<file path="config.mk">
export PLATFORM = sky130hd
export DESIGN_NAME = trdb_packet_sched
export DESIGN_NICKNAME = d
export VERILOG_FILES = /design/src/rtl/trdb_pkg.sv /design/src/rtl/trdb_sched_fifo.sv /design/src/rtl/trdb_packet_sched.sv
export SDC_FILE = /design/constraint.sdc
export NUM_CORES = 1
export LEC_CHECK = 0
export BUFFER_PORTS_ARGS = -buffer_cell sky130_fd_sc_hd__buf_2
export CORE_ASPECT_RATIO = 2
export CORE_MARGIN = 2
export CORE_UTILIZATION = 52
export DETAILED_ROUTE_END_ITERATION = 16
export PLACE_DENSITY_LB_ADDON = 0.15
export SLEW_MARGIN = 20
export SYNTH_ARGS = -nofsm -noshare
export SYNTH_HDL_FRONTEND = slang
export SYNTH_SLANG_ARGS = --single-unit
export TNS_END_PERCENT = 100
</file>
<file path="constraint.sdc">
create_clock -name clk_i -period 2.1 [get_ports clk_i]
set_input_delay 0.105 -clock clk_i [delete_from_list [all_inputs] [get_ports clk_i]]
set_output_delay 0.105 -clock clk_i [all_outputs]
set_load 0.05 [all_outputs]
</file>
<file path="src/rtl/trdb_pkg.sv">
// Trace encoder shared types: packet formats, sync subformats,
// scheduler request bundle and scheduler FSM states.
package trdb_pkg;

    typedef enum logic [1:0] {
        F_OPT_EXT    = 2'h0,
        F_DIFF_DELTA = 2'h1,
        F_ADDR_ONLY  = 2'h2,
        F_SYNC       = 2'h3
    } trdb_format_e;

    typedef enum logic [1:0] {
        SF_START   = 2'h0,
        SF_TRAP    = 2'h1,
        SF_CONTEXT = 2'h2,
        SF_SUPPORT = 2'h3
    } trdb_f_sync_subformat_e;

    typedef struct packed {
        trdb_format_e           format;
        trdb_f_sync_subformat_e subformat;
        logic                   thaddr;
        logic                   cause_mux;
        logic                   tval_mux;
    } trdb_pkt_req_t;

    typedef enum logic [1:0] {
        SCHED_OFF    = 2'h0,
        SCHED_ACTIVE = 2'h1,
        SCHED_DRAIN  = 2'h2
    } trdb_sched_state_e;

    // A support packet tells the decoder about losses, so it clears the flag.
    function automatic logic is_support_sync(input trdb_pkt_req_t p);
        return (p.format == F_SYNC) && (p.subformat == SF_SUPPORT);
    endfunction

endpackage

</file>
<file path="src/rtl/trdb_sched_fifo.sv">
// Synchronous request FIFO, DEPTH x trdb_pkt_req_t, wrap-bit pointers.
// Ports: clk_i, rst_ni, push_i, pop_i, data_i -> data_o (head), full_o, empty_o, one_o.
module trdb_sched_fifo
    import trdb_pkg::*;
#(
    parameter int unsigned DEPTH = 4
) (
    input  logic          clk_i,
    input  logic          rst_ni,
    input  logic          push_i,
    input  logic          pop_i,
    input  trdb_pkt_req_t data_i,
    output trdb_pkt_req_t data_o,
    output logic          full_o,
    output logic          empty_o,
    output logic          one_o
);

    localparam int unsigned AW = $clog2(DEPTH);
    localparam logic [AW:0] PTR_ONE = 1;

    logic [AW:0]   wptr_q;
    logic [AW:0]   rptr_q;
    logic [AW:0]   used;
    trdb_pkt_req_t mem_q [DEPTH];

    assign used    = wptr_q - rptr_q;
    assign empty_o = (wptr_q == rptr_q);
    assign full_o  = (wptr_q[AW] != rptr_q[AW]) &&
                     (wptr_q[AW-1:0] == rptr_q[AW-1:0]);
    assign one_o   = (used == PTR_ONE);
    assign data_o  = mem_q[rptr_q[AW-1:0]];

    always_ff @(posedge clk_i or negedge rst_ni) begin
        if (!rst_ni) begin
            wptr_q <= '0;
            rptr_q <= '0;
            for (int unsigned i = 0; i < DEPTH; i++) begin
                mem_q[i] <= '0;
            end
        end else begin
            if (push_i) begin
                mem_q[wptr_q[AW-1:0]] <= data_i;
                wptr_q                <= wptr_q + PTR_ONE;
            end
            if (pop_i) begin
                rptr_q <= rptr_q + PTR_ONE;
            end
        end
    end

endmodule

</file>
<file path="src/rtl/trdb_packet_sched.sv">
// Packet scheduler: buffers selector requests, hands them to the emitter
// over valid/ready, owns the resync counter and the sticky packets-lost flag.
// Ports: clk_i, rst_ni, enable_i, req_* (request in), resync_rst_i,
//        pkt_valid_o/pkt_ready_i/pkt_o (emitter side), max_resync_o,
//        packets_lost_o, busy_o.
// Build option: TRDB_RESYNC_CYCLES_EN counts enabled cycles instead of pops.
module trdb_packet_sched
    import trdb_pkg::*;
#(
    parameter int unsigned DEPTH      = 4,
    parameter int unsigned RESYNC_MAX = 64
) (
    input  logic                   clk_i,
    input  logic                   rst_ni,
    input  logic                   enable_i,
    input  logic                   req_valid_i,
    input  trdb_format_e           req_format_i,
    input  trdb_f_sync_subformat_e req_subformat_i,
    input  logic                   req_thaddr_i,
    input  logic                   req_cause_mux_i,
    input  logic                   req_tval_mux_i,
    input  logic                   resync_rst_i,
    output logic                   pkt_valid_o,
    input  logic                   pkt_ready_i,
    output trdb_pkt_req_t          pkt_o,
    output logic                   max_resync_o,
    output logic                   packets_lost_o,
    output logic                   busy_o
);

    localparam int unsigned CW = $clog2(RESYNC_MAX + 1);
    localparam logic [CW-1:0] CNT_MAX = CW'(RESYNC_MAX);
    localparam logic [CW-1:0] CNT_ONE = 1;

    trdb_sched_state_e state_q;
    trdb_pkt_req_t     req;
    trdb_pkt_req_t     head;
    logic              full;
    logic              empty;
    logic              one;
    logic              push_req;
    logic              push;
    logic              pop;
    logic              drop;
    logic              inc;
    logic [CW-1:0]     cnt_q;
    logic [CW-1:0]     cnt_d;
    logic              max_q;
    logic              lost_q;

    assign req.format    = req_format_i;
    assign req.subformat = req_subformat_i;
    assign req.thaddr    = req_thaddr_i;
    assign req.cause_mux = req_cause_mux_i;
    assign req.tval_mux  = req_tval_mux_i;

    assign pop      = !empty && pkt_ready_i;
    assign push_req = (state_q == SCHED_ACTIVE) && req_valid_i;
    // A full FIFO still takes the request when the head leaves this cycle.
    assign push     = push_req && (!full || pop);
    assign drop     = push_req && full && !pop;

    trdb_sched_fifo #(
        .DEPTH (DEPTH)
    ) u_fifo (
        .clk_i   (clk_i),
        .rst_ni  (rst_ni),
        .push_i  (push),
        .pop_i   (pop),
        .data_i  (req),
        .data_o  (head),
        .full_o  (full),
        .empty_o (empty),
        .one_o   (one)
    );

`ifdef TRDB_RESYNC_CYCLES_EN
    assign inc = (state_q != SCHED_OFF);
`else
    assign inc = pop;
`endif

    always_comb begin
        cnt_d = cnt_q;
        if (state_q == SCHED_OFF || resync_rst_i) begin
            cnt_d = '0;
        end else if (inc && cnt_q != CNT_MAX) begin
            cnt_d = cnt_q + CNT_ONE;
        end
    end

    always_ff @(posedge clk_i or negedge rst_ni) begin
        if (!rst_ni) begin
            state_q <= SCHED_OFF;
        end else begin
            unique case (state_q)
                SCHED_OFF: begin
                    if (enable_i) state_q <= SCHED_ACTIVE;
                end
                SCHED_ACTIVE: begin
                    if (!enable_i) state_q <= SCHED_DRAIN;
                end
                SCHED_DRAIN: begin
                    if (enable_i) begin
                        state_q <= SCHED_ACTIVE;
                    end else if (empty || (pop && one)) begin
                        state_q <= SCHED_OFF;
                    end
                end
                default: state_q <= SCHED_OFF;
            endcase
        end
    end

    always_ff @(posedge clk_i or negedge rst_ni) begin
        if (!rst_ni) begin
            cnt_q  <= '0;
            max_q  <= 1'b0;
            lost_q <= 1'b0;
        end else begin
            cnt_q <= cnt_d;
            max_q <= (cnt_d == CNT_MAX);
            if (drop) begin
                lost_q <= 1'b1;
            end else if (pop && is_support_sync(head)) begin
                lost_q <= 1'b0;
            end
        end
    end

    assign pkt_valid_o    = !empty;
    assign pkt_o          = head;
    assign max_resync_o   = max_q;
    assign packets_lost_o = lost_q;
    assign busy_o         = (state_q != SCHED_OFF) || !empty;

endmodule
</file>
# After elaboration in Yosys (flattened, before gate mapping)
# Cells that the tools add are included.
# Widths: inputs -> output; s select.
dict set report op_classes {
  add_sub_neg 4
  reduce_logical 22
  muxes 15
  eq_ne 13
  n_bitwise 2
  magnitude_cmp 3
}
# op n
set ops {}
lappend ops {{$mux 7} 5}
lappend ops {{$bwmux 28} 1}
lappend ops {{$bmux 7 s2} 1}
lappend ops {{$demux 7 s2} 1}
lappend ops {{$logic_and 1x1->1} 11}
lappend ops {{$mux 2} 4}
lappend ops {{$add 7x1->7 const B} 1}
lappend ops {{$eq 7x7->1 const B} 1}
lappend ops {{$ne 7x7->1 const B} 1}
lappend ops {{$add 3x1->3 const B} 2}
lappend ops {{$eq 2x2->1 const B} 3}
lappend ops {{$ge 3x3->1 const B} 2}
lappend ops {{$not 2->3} 2}
lappend ops {{$pmux 2 s3} 1}
lappend ops {{$logic_or 1x1->1} 4}
lappend ops {{$ne 2x2->1 const B} 2}
lappend ops {{$reduce_bool 2->1} 2}
lappend ops {{$eq 3x1->1 const B} 1}
lappend ops {{$eq 3x3->1} 1}
lappend ops {{$logic_not 1->1} 3}
lappend ops {{$lt 3x1->1 const B} 1}
lappend ops {{$ne 3x3->1 const B} 1}
lappend ops {{$reduce_and 3->1} 1}
lappend ops {{$sub 3x3->3} 1}
lappend ops {{5 further kinds} 6}
dict set report totals {
  wordCells 85
  ff_bits 45
  output_inout_bits 11
}

# Longest topological paths before layout
dict set report depth {
  ltp_word 9
  ltp_mapped 8
  ltp_nobuf 7
}

# Modules after synthesis
# Synthesis repeated with hierarchy kept, for this count alone.
dict set report hier_totals {
  cells_unflattened 179
  hier_area_um2 2278.4
}
# mod n_inst cells_per_inst area_per_inst_um2
set by_module_without_submodules {}
lappend by_module_without_submodules {trdb_sched_fifo 1 104 1597.8}
lappend by_module_without_submodules {trdb_packet_sched 1 75 680.7}

# Least setup slack after synthesis
# OpenSTA, ideal clock, no wires.
dict set report synth_timing {
  path_kind {flip-flop to flip-flop}
  startpoint {register u_fifo.rptr_q[1]}
  endpoint {register u_fifo.mem_q[0] in the netlist's numbering}
  period_less_slack_ns 2.126
  t_arrival_ns 2.001
  setup_slack_ns -0.026
  stages_incl_launch_ff 9
  setup_time_ns 0.125
  n_path_buf 1
  required_time_ns 1.975
  cell_sequence {dfrtp_1 > clkbuf_1 > inv_1 > ha_1 > nand2_1 > nor3_1 > nor2_2 > nand2_2 > mux2_2}
}
dict set report synth_via {
  elab_chain_cells 5
}
# element line
set synth_lines {}
lappend synth_lines {{start: declaration} trdb_sched_fifo.sv:23} ;# logic [AW:0] rptr_q;
lappend synth_lines {{start signal: assignment} trdb_sched_fifo.sv:47} ;# rptr_q <= rptr_q + PTR_ONE;
lappend synth_lines {{$eq 3x3->1 / $eq 2x2->1 (equally long branches)} {trdb_sched_fifo.sv:28, trdb_sched_fifo.sv:30}}
lappend synth_lines {{$logic_not 1->1 / $logic_and 1x1->1 (equally long branches)} {trdb_packet_sched.sv:57, trdb_sched_fifo.sv:29}}
lappend synth_lines {{$logic_and 1x1->1 / $logic_not 1->1 (equally long branches)} {trdb_packet_sched.sv:57, trdb_packet_sched.sv:60}}
lappend synth_lines {{$logic_or 1x1->1 (*)} trdb_packet_sched.sv:60} ;# assign push = push_req && (!full || pop);
lappend synth_lines {{$logic_and 1x1->1 (*)} trdb_packet_sched.sv:60}
lappend synth_lines {{end signal: indexed assignment} trdb_sched_fifo.sv:43} ;# mem_q[wptr_q[AW-1:0]] <= data_i;
lappend synth_lines {{end: declaration} trdb_sched_fifo.sv:25} ;# trdb_pkt_req_t mem_q [DEPTH];
# Every way passes the cells marked *; elsewhere a longest branch is shown, timed or not.
# A chain may end at the register's enable or synchronous reset.

# Final worst setup path
dict set report layout_timing {
  startpoint {register u_fifo.wptr_q[0]}
  endpoint {register max_q, in the netlist max_resync_o}
}
dict set report layout_via {
  elab_chain_cells 7
}
# element line
set layout_lines {}
lappend layout_lines {{start: declaration} trdb_sched_fifo.sv:22} ;# logic [AW:0] wptr_q;
lappend layout_lines {{start signal: assignment} trdb_sched_fifo.sv:44} ;# wptr_q <= wptr_q + PTR_ONE;
lappend layout_lines {{$eq 3x3->1} trdb_sched_fifo.sv:28} ;# assign empty_o = (wptr_q == rptr_q);
lappend layout_lines {{$logic_not 1->1} trdb_packet_sched.sv:57} ;# assign pop = !empty && pkt_ready_i;
lappend layout_lines {{$logic_and 1x1->1} trdb_packet_sched.sv:57}
lappend layout_lines {{$logic_and 1x1->1} trdb_packet_sched.sv:87} ;# end else if (inc && cnt_q != CNT_MAX) begin
lappend layout_lines {{$mux 7} trdb_packet_sched.sv:87}
lappend layout_lines {{$mux 7} trdb_packet_sched.sv:85} ;# if (state_q == SCHED_OFF || resync_rst_i) begin
lappend layout_lines {{named net cnt_d[6]} trdb_packet_sched.sv:47} ;# logic [CW-1:0] cnt_d;
lappend layout_lines {{$eq 7x7->1} trdb_packet_sched.sv:122} ;# max_q <= (cnt_d == CNT_MAX);
lappend layout_lines {{end signal: assignment} trdb_packet_sched.sv:122}
lappend layout_lines {{end: declaration} trdb_packet_sched.sv:48} ;# logic max_q;
# The timed path passes the listed nets, and every way through them passes these cells.

==> flow_summary.toml <==
[yosys]
netlist_top_cells_area = "dfrtp_1 (50%), mux2_2 (15%), mux4_2 (7.0%)"
yosysTopAreaCellShare_pct = 50.3
seq_area_frac_synth_pct = 50.3
synth_edf_count = 0
ys_top_cells_by_count = "dfrtp_1 (45), mux2_2 (29), ha_1 (9), xnor2_1 (9), nand2_1 (8)"
synthCells = 171
synth_area_um2 = 2240
synth_top_cell_by_area = "dfrtp_1"
ys_warn_count = 0
yosysMostFrequentCell = "dfrtp_1"
syn_nets = 194
ys_ff_latch = 45
async_flop_share_pct = 100
netlist-cell-type-count = 38
syn_area_per_cell_um2 = 13.1
synth_flop_cell = "dfrtp_1"

[sta]
grt_setup_unrepaired = "false"
layout_min_cycle_time_ns = 1.95
fin_skew_ns = 0.00911
whs_ns = 0.0753
max_freq_mhz = 512
hold_viol_final = 0
finalSetupTns_ns = 0
setup_viol = 0
slew_headroom_pct = 64.6
worstMarginPinSlew_ns = 0.531
finalCritPeriodShare_pct = 93.0
drv_slew = 0

[finish]
fin_nets = 229
drive_above_1_share_pct = 42.5
fill_cells = 352
syn2layout_area_growth_pct = 16.6
instances_no_fill = 259
utilization_pct = 63.2
n_antenna_cell = 0

[die]
rows = 33
fp.dieH_um = 96.8
die_area_um2 = 4880
core_um2 = 4130
initial_utilization_pct = 54.2
ioPinCount = 24
chipWidth_um = 50.4

[grt]
grt_max_degree = 26
grt_overflow_total = 0
grt_pass1_vias = 1593
antenna_found_initial = 0
grt_pass1_wl_mm = 7.52
grt_util_all_layers_pct = 20.7

[critical_path]
arrival_ns = 2.17
path_max_fanout = 5
slowest_stage = "dfrtp_1"
worstPathCellList = "inv_1, ha_1, nand2_2, o211ai_2, or3_1, a21oi_2, nor4b_2"
crit_type = "reg2reg"
slowest_delay_ns = 0.41
cp-end-kind = "flop"
worst_ep_required_time_ns = 2.32
cp-start-kind = "flop"

[cts]
path_clk_slew_ns = 0.09
clock_path_buffers = 2
clockRootBuffer = "clkbuf_8"
cts_tree = "done"
cts_made_buffers = 5
worstSkewPairLatency_ns = 0.30
h-tree-depth = 2
clock_sinks = 45

[routing]
vias = 1444
drt-total-wl_mm = 4.46
via_per_inst = 5.58
detail-route-antenna-nets = 0
drt_iter0_markers = 17
drcViolationCount = 0
wl_per_cell_um = 17.2
drt_first_pass_iters = 4

[run_status]
outcome = "complete, no violations"

[power_and_ir_drop]
peakVddDrop_uv = 1160
intPower_mw = 2.37
design_power_total_mw = 4.18
power.density_nw_per_um2 = 1600
power_switching_mw = 1.80
swShare_pct = 43.2
p_clk_share_pct = 14.4
seqPwrFrac_pct = 34.1
p_leak_nw = 1.16
p_comb_share_pct = 51.5

[flow_run]
maxCapViolations = 0

[placement]
routabilityCongestion = 0.824
hpwl_mm = 3.38
dp_cells = 247
port_buffers = 23

[min_path]
min_path_type = "in2reg"
-- power by group through the flow --
stage | logic (mW) | registers (mW) | clock network [mW]
after global routing | 2.32 | 1.47 | 0.646
after CTS | 2.15 | 1.42 | 0.621
final | 2.15 | 1.43 | 0.600
after detailed placement | 2.13 | 1.44 | 0
after global placement | 2.09 | 1.41 | 0
after floorplan | 1.66 | 1.41 | 0
-- cell families (layout without fill, tap and decap cells) --
kind of cell | after synthesis | in the layout | share of synthesized area (%)
buffers and inverters | 10 | 46 | 1.90
AO/OA/AOI/OAI | 18 | 18 | 5.14
AND/OR/NAND/NOR | 41 | 41 | 10.5
multiplexers | 36 | 36 | 21.6
flip-flops | 45 | 45 | 50.3
XOR/XNOR | 11 | 11 | 4.64
adder cells (fa/ha/maj) | 10 | 10 | 5.92
-- layer usage --
layer	global-route usage [%]	up-vias	wire length, um
met5	0	-	0
met4	9.56	0	95
met3	4.01	9	134
met2	37.6	26	2570
met1	22.1	726	1670
li1	-	683	-
-- layout by cell type (no fill, tap or decap), types with 2 or more instances in the layout --
master	count
dfrtp_1	45
mux2_2	29
buf_2	23
xnor2_1	9
ha_1	9
mux4_2	7
nor2_1	7
nand2_1	7
clkbuf_8	7
buf_4	7
inv_1	5
a21oi_1	5
o21ai_0	5
nand4_1	3
nand2_2	3
or3_1	3
or2_2	2
o41ai_1	2
nand3_1	2
nand2_4	2
nand4b_1	2
dlygate4sd3_1	2
-- timing repair --
item,CTS,global route
setup endpoints to repair,0,29
setup buffers,0,2
endpoints found under the hold margin,21,0
gates resized for setup,0,4
hold buffers,2,0
-- critical path: cells and delay by family (launching register included) --
kind / cells / cell delay [ns]
AOI/OAI and AO/OA: 2 / 0.30
adders and majority gates: 1 / 0.29
buffers and inverters: 1 / 0.15
DFF: 1 / 0.41
and+or+nand+nor: 3 / 0.72
-- registers in the layout, indices dropped and copies added (netlist names) --
register / count
packets_lost_o: 1
u_fifo.wptr_q: 3
max_resync_o: 1
cnt_q: 7
u_fifo.rptr_q: 3
state_q: 2
u_fifo.mem_q: 28
-- cell type report --
| type | count | area (um2) | share of cell area, % |
|---|---|---|---|
| clock inverter | 1 | 8.76 | 0.335 |
| tap | 52 | 65.1 | 2.49 |
| multi-input combinational | 116 | 1090 | 41.7 |
| sequential | 45 | 1130 | 43.1 |
| timing repair buffer | 33 | 208 | 7.95 |
| clock buffer | 7 | 96.3 | 3.69 |
| inverter | 5 | 18.8 | 0.719 |
-- path summary, 6_finish.rpt --
check,from,endpoint,slack [ns],cells after the start
max in group asynchronous,rst_ni,u_fifo.mem_q[5],1.28,3
max reg2reg,u_fifo.wptr_q[0],max_resync_o,0.15,7
min in group asynchronous,rst_ni,cnt_q[5],0.31,2
max,u_fifo.wptr_q[0],max_resync_o,0.15,7
min,req_tval_mux_i,u_fifo.mem_q[0],0.08,2
min reg2reg,u_fifo.mem_q[7],u_fifo.mem_q[7],0.51,1
-- stage by stage --
step | setup slack [ns] | instance area [um2]
floorplan | 0.0873 | 2240
global placement | 0.159 | 2450
detailed placement | 0.0743 | 2450
CTS | 0.0537 | 2580
global route | 0.00729 | 2610
finish | 0.147 | 2610
(Power assumes the default switching activity.)
